[src/rtl/status_flags_if.sv]
// Bundle between the ALU/control unit and the status-flag register.
// The master drives ALU results and stack commands; the slave returns live flags and stack status.
interface status_flags_if #(
   parameter int DATA_WIDTH  = 11,
   parameter int STACK_DEPTH = 4
);
   localparam int DW = $clog2(STACK_DEPTH + 1);

   logic [DATA_WIDTH-1:0] flags_in;
   logic                  flags_carry_in;
   logic                  flags_ovf_in;
   logic                  flags_wr;
   logic                  flags_arith;
   logic                  flags_push;
   logic                  flags_pop;
   logic                  flag_Z;
   logic                  flag_N;
   logic                  flag_C;
   logic                  flag_V;
   logic                  flags_stack_full;
   logic                  flags_stack_empty;
   logic                  flags_stack_err;
   logic [DW-1:0]         flags_depth;

   modport master (
      output flags_in, flags_carry_in, flags_ovf_in, flags_wr, flags_arith,
             flags_push, flags_pop,
      input  flag_Z, flag_N, flag_C, flag_V, flags_stack_full, flags_stack_empty,
             flags_stack_err, flags_depth
   );

   modport slave (
      input  flags_in, flags_carry_in, flags_ovf_in, flags_wr, flags_arith,
             flags_push, flags_pop,
      output flag_Z, flag_N, flag_C, flag_V, flags_stack_full, flags_stack_empty,
             flags_stack_err, flags_depth
   );
endinterface

[src/rtl/status_flags.sv]
// Z/N/C/V status-flag register with a LIFO save stack for interrupt/subroutine entry.
// All state is registered; reset is synchronous and active-low.
module status_flags #(
   parameter int DATA_WIDTH  = 11,
   parameter int STACK_DEPTH = 4
) (
   input logic           clock,
   input logic           flags_reset_n,
   status_flags_if.slave bus
);
   localparam int DW = $clog2(STACK_DEPTH + 1);
   localparam int AW = (STACK_DEPTH > 1) ? $clog2(STACK_DEPTH) : 1;

   logic          z_q, n_q, c_q, v_q, err_q;
   logic [DW-1:0] depth_q;
   logic [3:0]    stack_q [STACK_DEPTH];

   logic          z_next, n_next;
   logic          full, empty;
   logic          push_ok, pop_ok, stack_fault;
   logic [AW-1:0] wr_idx, rd_idx;

   assign z_next = (bus.flags_in == '0);
   assign n_next = bus.flags_in[DATA_WIDTH-1];

   assign full  = (depth_q == DW'(STACK_DEPTH));
   assign empty = (depth_q == '0);

   // Simultaneous push and pop cancel each other and are not an error.
   assign push_ok     = bus.flags_push & ~bus.flags_pop & ~full;
   assign pop_ok      = bus.flags_pop & ~bus.flags_push & ~empty;
   assign stack_fault = (bus.flags_push & ~bus.flags_pop & full) |
                        (bus.flags_pop & ~bus.flags_push & empty);

   assign wr_idx = depth_q[AW-1:0];
   assign rd_idx = AW'(depth_q - DW'(1));

   // Entry contents need no reset; a discarded stack is simply depth 0.
   always_ff @(posedge clock) begin
      if (flags_reset_n && push_ok) begin
         stack_q[wr_idx] <= {z_q, n_q, c_q, v_q};
      end
   end

   always_ff @(posedge clock) begin
      if (!flags_reset_n) begin
         z_q     <= 1'b0;
         n_q     <= 1'b0;
         c_q     <= 1'b0;
         v_q     <= 1'b0;
         err_q   <= 1'b0;
         depth_q <= '0;
      end else begin
         if (pop_ok) begin
            {z_q, n_q, c_q, v_q} <= stack_q[rd_idx];
         end else if (bus.flags_wr) begin
            z_q <= z_next;
            n_q <= n_next;
            if (bus.flags_arith) begin
               c_q <= bus.flags_carry_in;
               v_q <= bus.flags_ovf_in;
            end
         end

         if (push_ok) begin
            depth_q <= depth_q + DW'(1);
         end else if (pop_ok) begin
            depth_q <= depth_q - DW'(1);
         end

         if (stack_fault) begin
            err_q <= 1'b1;
         end
      end
   end

   assign bus.flag_Z            = z_q;
   assign bus.flag_N            = n_q;
   assign bus.flag_C            = c_q;
   assign bus.flag_V            = v_q;
   assign bus.flags_stack_full  = full;
   assign bus.flags_stack_empty = empty;
   assign bus.flags_stack_err   = err_q;
   assign bus.flags_depth       = depth_q;
endmodule

[src/flat_wrapper.sv]
// flat-port wrapper written by rule: the top's interface ports become plain ports
module status_flags_flat 
#(
   parameter int DATA_WIDTH  = 11,
   parameter int STACK_DEPTH = 4
)
  (clock, flags_reset_n, bus_flags_in, bus_flags_carry_in, bus_flags_ovf_in, bus_flags_wr, bus_flags_arith, bus_flags_push, bus_flags_pop, bus_flag_Z, bus_flag_N, bus_flag_C, bus_flag_V, bus_flags_stack_full, bus_flags_stack_empty, bus_flags_stack_err, bus_flags_depth);
  status_flags_if #(.DATA_WIDTH(DATA_WIDTH), .STACK_DEPTH(STACK_DEPTH)) bus_i ();
  input logic clock;
  input logic flags_reset_n;
  input wire logic [$bits(bus_i.flags_in)-1:0] bus_flags_in;
  input wire logic [$bits(bus_i.flags_carry_in)-1:0] bus_flags_carry_in;
  input wire logic [$bits(bus_i.flags_ovf_in)-1:0] bus_flags_ovf_in;
  input wire logic [$bits(bus_i.flags_wr)-1:0] bus_flags_wr;
  input wire logic [$bits(bus_i.flags_arith)-1:0] bus_flags_arith;
  input wire logic [$bits(bus_i.flags_push)-1:0] bus_flags_push;
  input wire logic [$bits(bus_i.flags_pop)-1:0] bus_flags_pop;
  output wire logic [$bits(bus_i.flag_Z)-1:0] bus_flag_Z;
  output wire logic [$bits(bus_i.flag_N)-1:0] bus_flag_N;
  output wire logic [$bits(bus_i.flag_C)-1:0] bus_flag_C;
  output wire logic [$bits(bus_i.flag_V)-1:0] bus_flag_V;
  output wire logic [$bits(bus_i.flags_stack_full)-1:0] bus_flags_stack_full;
  output wire logic [$bits(bus_i.flags_stack_empty)-1:0] bus_flags_stack_empty;
  output wire logic [$bits(bus_i.flags_stack_err)-1:0] bus_flags_stack_err;
  output wire logic [$bits(bus_i.flags_depth)-1:0] bus_flags_depth;
  assign bus_i.flags_in = bus_flags_in;
  assign bus_i.flags_carry_in = bus_flags_carry_in;
  assign bus_i.flags_ovf_in = bus_flags_ovf_in;
  assign bus_i.flags_wr = bus_flags_wr;
  assign bus_i.flags_arith = bus_flags_arith;
  assign bus_i.flags_push = bus_flags_push;
  assign bus_i.flags_pop = bus_flags_pop;
  assign bus_flag_Z = bus_i.flag_Z;
  assign bus_flag_N = bus_i.flag_N;
  assign bus_flag_C = bus_i.flag_C;
  assign bus_flag_V = bus_i.flag_V;
  assign bus_flags_stack_full = bus_i.flags_stack_full;
  assign bus_flags_stack_empty = bus_i.flags_stack_empty;
  assign bus_flags_stack_err = bus_i.flags_stack_err;
  assign bus_flags_depth = bus_i.flags_depth;
  status_flags #(.DATA_WIDTH(DATA_WIDTH), .STACK_DEPTH(STACK_DEPTH)) u_core (.clock(clock), .flags_reset_n(flags_reset_n), .bus(bus_i));
endmodule
[config.mk]
export PLATFORM = sky130hd
export DESIGN_NAME = status_flags_flat
export DESIGN_NICKNAME = d
export VERILOG_FILES = /design/src/rtl/status_flags_if.sv /design/src/rtl/status_flags.sv /design/src/flat_wrapper.sv
export SDC_FILE = /design/constraint.sdc
export NUM_CORES = 1
export LEC_CHECK = 0
export ABC_AREA = 1
export CAP_MARGIN = 20
export CORE_MARGIN = 2
export CORE_UTILIZATION = 48
export DETAILED_ROUTE_END_ITERATION = 10
export GPL_TIMING_DRIVEN = 1
export PLACE_DENSITY = 0.78
export SLEW_MARGIN = 40
export SYNTH_ARGS = -nofsm -noshare
export SYNTH_HDL_FRONTEND = slang
export SYNTH_SLANG_ARGS = --single-unit
[constraint.sdc]
create_clock -name clock -period 1.9 [get_ports clock]
set_input_delay 0.475 -clock clock [delete_from_list [all_inputs] [get_ports clock]]
set_output_delay 0.475 -clock clock [all_outputs]
set_load 0.02 [all_outputs]
==> flow_metrics.tcl <==
set metrics [dict create \
    status "complete, no violations" \
    io_pins 29 \
    die_w_um 53.84 \
    cts_buffer_depth 2 \
    worst_path_largest_cell_delay_ns 0.63 \
    critical_path.endpoint_type "output port" \
    fin_crit_ns 1.838 \
    cts_sinks 24 \
    max_slew_margin_pct 77.15 \
    routed_wl_mm 2.759 \
    drive_above_1_share_pct 15.03 \
    post-route-util_pct 66.93 \
    fin_cells 203 \
    synth.net_count 158 \
    via_per_inst 5.202 \
    syn_area_sq_mm 0.001192 \
    syn_area_per_cell_sq_um 8.965 \
    p_per_area_mw_per_mm2 841.4 \
    nFillCells 208 \
    htree_levels 1 \
    antenna_found_initial 0 \
    synth_seq_cells 24 \
    leakage_nw 0.7286 \
    hold_class "reg -> reg" \
    drc_errors 0 \
    hold_viol 0 \
    grt_max_degree 15 \
    path_clk_slew_ns 0.14 \
    seq_area_frac_synth_pct 53.73 \
    crit_path_top_delay_cell "clkdlybuf4s50_1" \
    n_antenna_cell 0 \
    setup_tns_ns 0 \
    place_inst 199 \
    gp_congestion 0.8815 \
    crit_fanout 5 \
    cts_setup_buffers 0 \
    drtIter0Drc 21 \
    num-nets-final 199 \
    drv_slew 0 \
    crit_chain "clkdlybuf4s50_1" \
    cts_buffers 3 \
    cts_tree "built" \
    grt_pass1_vias 970 \
    grt_remaining_overflow 0 \
    num_vias 1056 \
    wl_per_cell_um 13.59 \
    start_util_pct 49.48 \
    hpwl_mm 2.204 \
    cap_violations 0 \
    final_common_cell "nand2_1" \
    ys_warn_count 0 \
    hold_buffers 0 \
    finalSetupViolCount 0 \
    worstPathArrival_ns 1.36 \
    rsz0062_at_grt "false" \
    peakVddDrop_v 0.0004758 \
    core_sq_mm 0.002410 \
    rrSetupSlack_ns 0.18 \
    rows 18 \
    synth_cell_types 20 \
    grt_pass1_wl_mm 4.298 \
    cts-root-buf "clkbuf_4" \
    numPortBuffers 28 \
    cp_top_family "buffers and inverters" \
    area_growth_pct 35.26 \
    ant_nets 0 \
    insertion_delay_ns 0.32 \
    grt_util_all_layers_pct 21.10 \
    dr.pass1.iters 4 \
    critPathKind "reg -> out" \
    netlist_instances 133 \
    fmax_mhz 544.0 \
    tightestPinTransition_ns 0.3416 \
    die-height_um 53.84 \
    dieArea_sq_mm 0.002899 \
    timing.final.crit_share_pct 96.75 \
    startpoint_type "register" \
    critPathRequiredTime_ns 1.42 \
    skew_ns 0.001476 \
    crit_buf_inv 1 \
    final_cell_mix "35 x nand2_1, 20 x clkdlybuf4s50_1, 16 x nand3_1, 16 x edfxtp_1" \
]
area by class of cell:
class | instances | area [sq um] | area share, %
Tap cell | 30 | 37.54 | 2.327
Timing Repair Buffer | 37 | 334.1 | 20.71
Inverter | 18 | 67.56 | 4.189
Sequential cell | 24 | 641.9 | 39.80
Clock inverter | 1 | 30.03 | 1.862
Multi-Input combinational cell | 90 | 479.2 | 29.71
Clock buffer | 3 | 22.52 | 1.396
cells by family (layout without fill, tap and decap cells):
| kind of cell | after synthesis | after routing | share of synthesized area [%] |
|---|---|---|---|
| compound gates | 14 | 14 | 6.610 |
| fa+ha+maj | 6 | 6 | 6.296 |
| buf+inv | 19 | 59 | 6.086 |
| flops | 24 | 24 | 53.72 |
| simple gates | 70 | 70 | 27.28 |
timing repair:
item                       4_1_cts  5_1_grt
gates resized for setup         12        2
cloned                           0        0
setup endpoints to repair        7        2
synthesized netlist by cell type:
master | number | area [sq um]
nor2_2 | 1 | 6.260
inv_2 | 5 | 18.77
and2_0 | 1 | 6.260
nand2_1 | 35 | 131.4
nand3_2 | 1 | 10.01
nand3b_4 | 1 | 20.02
nor3_4 | 1 | 16.27
nor2_1 | 13 | 48.80
nand3_1 | 16 | 80.08
o31ai_1 | 2 | 15.01
ha_1 | 6 | 75.07
a21oi_1 | 5 | 25.02
nand2_2 | 1 | 6.260
buf_2 | 1 | 5.000
a31oi_1 | 1 | 6.260
inv_1 | 13 | 48.80
o211ai_1 | 1 | 7.510
edfxtp_1 | 16 | 480.5
o21ai_1 | 5 | 25.02
dfxtp_1 | 8 | 160.2
metal layers:
layer  track usage, %  vias up  part of all wire (%)
met5                0        -                     0
met4            10.26        0                   2.5
met3            1.667        7                   5.9
met2            35.98       43                    52
met1            26.82      488                    40
li1                 -      518                     -
state kept, by name (all words and copies together) (netlist names):
name,count
u_core.bus.flag_N,1
u_core.bus.flags_depth,3
u_core.bus.flag_Z,1
u_core.stack_q,16
u_core.bus.flag_V,1
u_core.bus.flag_C,1
u_core.bus.flags_stack_err,1
final timing paths:
path,endpoint,from,cells past startpoint
hold / removal,u_core.bus.flags_stack_err$_SDFFE_PN0P_,u_core.bus.flags_stack_err$_SDFFE_PN0P_,2
setup / recovery,bus_flags_depth[2],u_core.bus.flags_depth[2]$_SDFFE_PN0P_,1
hold reg to reg,u_core.bus.flags_stack_err$_SDFFE_PN0P_,u_core.bus.flags_stack_err$_SDFFE_PN0P_,2
setup reg to reg,u_core.bus.flag_C$_SDFFE_PN0P_,u_core.bus.flags_depth[1]$_SDFFE_PN0P_,7
through the flow:
step                      hold WS (ns)  total power, mW  setup WS (ns)  area (sq um)
after floorplan                 0.5384           0.8259         0.1193          1192
after detailed placement        0.4775            1.006       -0.01539          1573
final                           0.4900            1.357        0.06183          1613
after global routing            0.5102            1.416        0.01387          1613
after global placement          0.4582           0.9936        0.07169          1573
after CTS                       0.4969            1.354       0.007061          1615
power by group:
part           switching (mW)  internal [mW]
clock                   0.166          0.213
sequential             0.0257          0.589
combinational           0.204          0.159
total                   0.396          0.961
Power figures use the tool's default switching activity.
